File: src/rtl/rw_capture_replay.sv
// rw_capture_replay: alternating capture/replay buffer of DEPTH words.
// CAPTURE stores DEPTH consecutive input words; REPLAY emits them (forward or
// reversed) with a valid flag. __in1 advances the sequence; 0 stalls it.
// Handshake: there is no backpressure. __in1=1 means "step this cycle".
// __out0=1 marks the one cycle in which __out1 carries a freshly replayed word.
module rw_capture_replay #(
    parameter int W       = 3,
    parameter int DEPTH   = 4,
    parameter bit REVERSE = 1'b0,
    localparam int IW     = $clog2(DEPTH)
) (
    input  logic          clk,
    input  logic          rst,
    input  logic [W-1:0]  __in0,
    input  logic          __in1,
    output logic          __out0,
    output logic [W-1:0]  __out1,
    output logic          __out2,
    output logic [IW-1:0] __out3
);

    typedef enum logic {
        CAPTURE = 1'b0,
        REPLAY  = 1'b1
    } phase_t;

    localparam logic [IW-1:0] LAST = IW'(DEPTH - 1);

    phase_t        phase_q;
    phase_t        phase_d;
    logic [IW-1:0] idx_q;
    logic [IW-1:0] idx_d;
    logic [W-1:0]  data_buf [DEPTH];
    logic          last_slot;
    logic [IW-1:0] rd_idx;

    // idx wraps only through this compare, so non-power-of-2 DEPTH never
    // lets idx reach values >= DEPTH.
    assign last_slot = (idx_q == LAST);
    assign rd_idx    = REVERSE ? (LAST - idx_q) : idx_q;

    // Next phase/slot: only advancing edges move the sequence.
    always_comb begin
        phase_d = phase_q;
        idx_d   = idx_q;
        if (__in1) begin
            if (last_slot) begin
                idx_d   = '0;
                phase_d = (phase_q == CAPTURE) ? REPLAY : CAPTURE;
            end else begin
                idx_d = idx_q + 1'b1;
            end
        end
    end

    // Phase and slot index registers.
    always_ff @(posedge clk) begin
        if (rst) begin
            phase_q <= CAPTURE;
            idx_q   <= '0;
        end else begin
            phase_q <= phase_d;
            idx_q   <= idx_d;
        end
    end

    // Buffer write during CAPTURE; reset clears so nothing stale is replayed.
    always_ff @(posedge clk) begin
        if (rst) begin
            for (int i = 0; i < DEPTH; i++) begin
                data_buf[i] <= '0;
            end
        end else if (__in1 && (phase_q == CAPTURE)) begin
            data_buf[idx_q] <= __in0;
        end
    end

    // Registered replay outputs; __out1 holds across stalls.
    always_ff @(posedge clk) begin
        if (rst) begin
            __out0 <= 1'b0;
            __out1 <= '0;
        end else if (__in1) begin
            if (phase_q == CAPTURE) begin
                __out0 <= 1'b0;
                __out1 <= '0;
            end else begin
                __out0 <= 1'b1;
                __out1 <= data_buf[rd_idx];
            end
        end else begin
            __out0 <= 1'b0;
        end
    end

    // Phase and index are already registers holding the post-update state.
    assign __out2 = (phase_q == REPLAY);
    assign __out3 = idx_q;

endmodule

File: config.mk
export PLATFORM = sky130hd
export DESIGN_NAME = rw_capture_replay
export DESIGN_NICKNAME = d
export VERILOG_FILES = /design/src/rtl/rw_capture_replay.sv
export SDC_FILE = /design/constraint.sdc
export NUM_CORES = 1
export LEC_CHECK = 0
export BUFFER_PORTS_ARGS = -buffer_cell sky130_fd_sc_hd__clkbuf_2
export CORE_MARGIN = 2
export CORE_UTILIZATION = 40
export DETAILED_ROUTE_END_ITERATION = 8
export SETUP_SLACK_MARGIN = 0.1
export SKIP_LAST_GASP = 1
export SLEW_MARGIN = 20
export SYNTH_ARGS = -nofsm -noshare
export SYNTH_HDL_FRONTEND = slang
export SYNTH_SLANG_ARGS = --single-unit
File: constraint.sdc
create_clock -name clk -period 1.6 [get_ports clk]
set_clock_uncertainty 0.15 [all_clocks]
set_input_delay 0.08 -clock clk [delete_from_list [all_inputs] [get_ports clk]]
set_output_delay 0.08 -clock clk [all_outputs]
set_load 0.05 [all_outputs]
==> impl_metrics.ini <==
[synth]
synth_compound_area_frac = 0.0815
synth_top_area_frac = 0.412
syn_area_per_cell_um2 = 13.3
synth_edf_count = 12
synth_area_leaders = edfxtp_1, dfxtp_1, nor3_1
async_reset_ff_frac = 0
yosysTopAreaCell = edfxtp_1
yosys.area_share.xor_xnor = 0
synthMuxAreaShare = 0.0930
syn_inst = 66
synth_ff_type = edfxtp_1
yosysSeqAreaShare = 0.618
yosys.area_share.simple = 0.160
yosysMostFrequentCell = edfxtp_1
synth_common_cells = edfxtp_1, dfxtp_1, nor3_1
synth_cell_types = 24
synthesis.area_um2 = 875
synth-seq-cells = 21
synth_fp_nets = 73
synth_top_family_by_area = simple AND/OR/NAND/NOR gates
synth_fa_ha_area_frac = 0.0143
synth_warnings = 0

[clocking]
ctsHtreeMaxLevel = 1
clk_path_buf_depth = 2
cts.clk_slew.worst_paths_ns = 0.11
clkLatencyLatePin_ns = 0.30
cts_tree = yes
root_buffer = clkbuf_4
clock_sinks = 21
cts_buffers = 3

[sta]
tightest_slew_ns = 0.279
setup_slack_ns = 0.125
relSlewSlack = 0.815
tns_ns = 0
hold_viol_final = 0
max_freq_ghz = 0.678
setup_viol_count_final = 0
min_period_over_period = 0.922
slew_violations = 0
rsz0062_at_grt = false
layout_min_cycle_time_ns = 1.47

[worst_hold_path]
holdPathEnd = __out2$_SDFFE_PP0P_
whs_path_depth = 3
min-delay-start = __in1
hold_class = in -> reg

[critical_path]
arrival_ns = 1.34
cp_cell_sequence = dlygate4sd3_1, clkbuf_2, or3_4, o21bai_4
endpoint_kind = flop
rr_worst_depth = 3
path_buf_inv = 2
cp.required_ns = 1.46
regToRegStartpoint = __out3[1]$_SDFFE_PP0P_
cpPeakStageDelay_ns = 0.54
crit_family = buffers and inverters
slowest_stage = dlygate4sd3_1
cp_max_fo = 8
r2r_slack_ns = 0.18
path_class = in -> reg
startpoint_type = input port

[placement]
hpwl_um = 1190
place_ws_ns = 0.0820
gp_congestion = 0.732
io_buffers = 12

[drt]
num_vias = 574
totalWireLength_um = 1560
dr.first_iter.drc_count = 14
ant_nets = 0
wire_per_inst_um = 13.9
drt-pass1-iter-count = 4
drc = 0
vias_per_cell = 5.13

[pwr]
ir_drop_mv = 0.395
power.total_mw = 0.983
p_leak_nw = 0.438
power.density_nw_per_um2 = 916

[global_routing]
grt_overflow = 0
grt_max_degree = 15
grt_pass1_vias = 581
grt_usage = 0.136
antenna_found_initial = 0
grt_first_pass_wirelength_um = 2550

[floorplanning]
die_area_um2 = 2580
core.rowCount = 16
ioPinCount = 13
dieHeight_um = 50.8
dieWidth_um = 50.8
start_util = 0.433
core_um2 = 2020

[finish]
area_growth_pct = 22.7
nFillCells = 188
insertedDiodeCount = 0
nets = 93
drive_above_1_share = 0.329

[run]
cap_viol_max_count = 0

[outcome]
outcome = completed
==> layer usage <==
metal | routed length (um) | vias to the layer above | GRT usage
met5 | 0 | - | 0
met3 | 55 | 4 | 0.0268
met2 | 781 | 13 | 0.241
met1 | 694 | 270 | 0.162
met4 | 26 | 0 | 0.0541
li1 | - | 287 | -
==> state kept, by name (all words and copies together) (netlist names), named ones only <==
register  flops
__out0        1
__out1        3
__out2        1
__out3        2
data_buf     12
==> worst max path at each step <==
stage | from | to | slack [ns] | depth (start not counted)
2_1_floorplan | __out2$_SDFFE_PP0P_ | data_buf[1][0]$_SDFFCE_PN0P_ | 0.12 | 3
3_3_place_gp | __out2$_SDFFE_PP0P_ | data_buf[0][0]$_SDFFCE_PN0P_ | 0.11 | 2
3_5_place_dp | __out2$_SDFFE_PP0P_ | data_buf[0][2]$_SDFFCE_PN0P_ | 0.08 | 2
4_1_cts | rst | data_buf[0][2]$_SDFFCE_PN0P_ | 0.14 | 4
5_1_grt | rst | data_buf[1][1]$_SDFFCE_PN0P_ | 0.11 | 4
6_report | rst | data_buf[0][1]$_SDFFCE_PN0P_ | 0.13 | 4
==> worst reg2reg max path, cell delays in order (launching register included) <==
cell and delay (ns):
dfxtp_4 0.38, ha_1 0.21, or3b_2 0.44, a21oi_1 0.16
==> cell type report <==
type	count	area [um^2]	area share
timing repair buffer	18	115	0.107
clock buffer	4	26.3	0.0245
tap	27	33.8	0.0315
multi-input combinational	38	333	0.310
inverter	4	15.0	0.0140
sequential	21	551	0.513
==> repair_timing <==
item,in CTS,in global routing
setup endpoints to repair,6,1
gates resized for setup,1,1
buffers inserted,0,0
hold buffers,4,0
hold endpoints to repair,4,0
==> placed cells by master, fill, tap and decap left out, types with 2 or more instances in the layout <==
| cell type | instances |
|---|---|
| o21bai_4 | 2 |
| dfxtp_4 | 2 |
| clkbuf_4 | 3 |
| mux4_2 | 2 |
| and3_1 | 3 |
| buf_4 | 2 |
| a22o_1 | 3 |
| dfxtp_1 | 5 |
| nor3_1 | 9 |
| dfxtp_2 | 2 |
| inv_1 | 4 |
| dlygate4sd3_1 | 4 |
| nor2_1 | 3 |
| clkbuf_2 | 12 |
| edfxtp_1 | 12 |
| a21oi_1 | 2 |
| nand2b_1 | 3 |
==> through the flow <==
step / hold slack [ns] / area (um^2) / utilization / instances
6_report: 0.0457 / 1070 / 0.531 / 112
4_1_cts: 0.0441 / 1070 / 0.530 / 112
3_3_place_gp: 0.260 / 1000 / 0.495 / 104
5_1_grt: 0.0736 / 1070 / 0.531 / 112
2_1_floorplan: 0.159 / 912 / - / 66
3_5_place_dp: 0.265 / 1000 / 0.495 / 104
==> report_power, final <==
group	internal (mW)	total (mW)	switching [mW]
combinational	0.0569	0.125	0.0683
sequential	0.597	0.613	0.0155
clock	0.0971	0.245	0.148
total	0.751	0.983	0.232
==> cells by family (layout without fill, tap and decap cells) <==
family	count (synthesis)	after routing
buf+inv	7	26
compound gates	9	9
flops	21	21
mux	4	4
simple gates	24	24
fa+ha+maj	1	1
No activity file was read; power rests on OpenSTA's default activity.
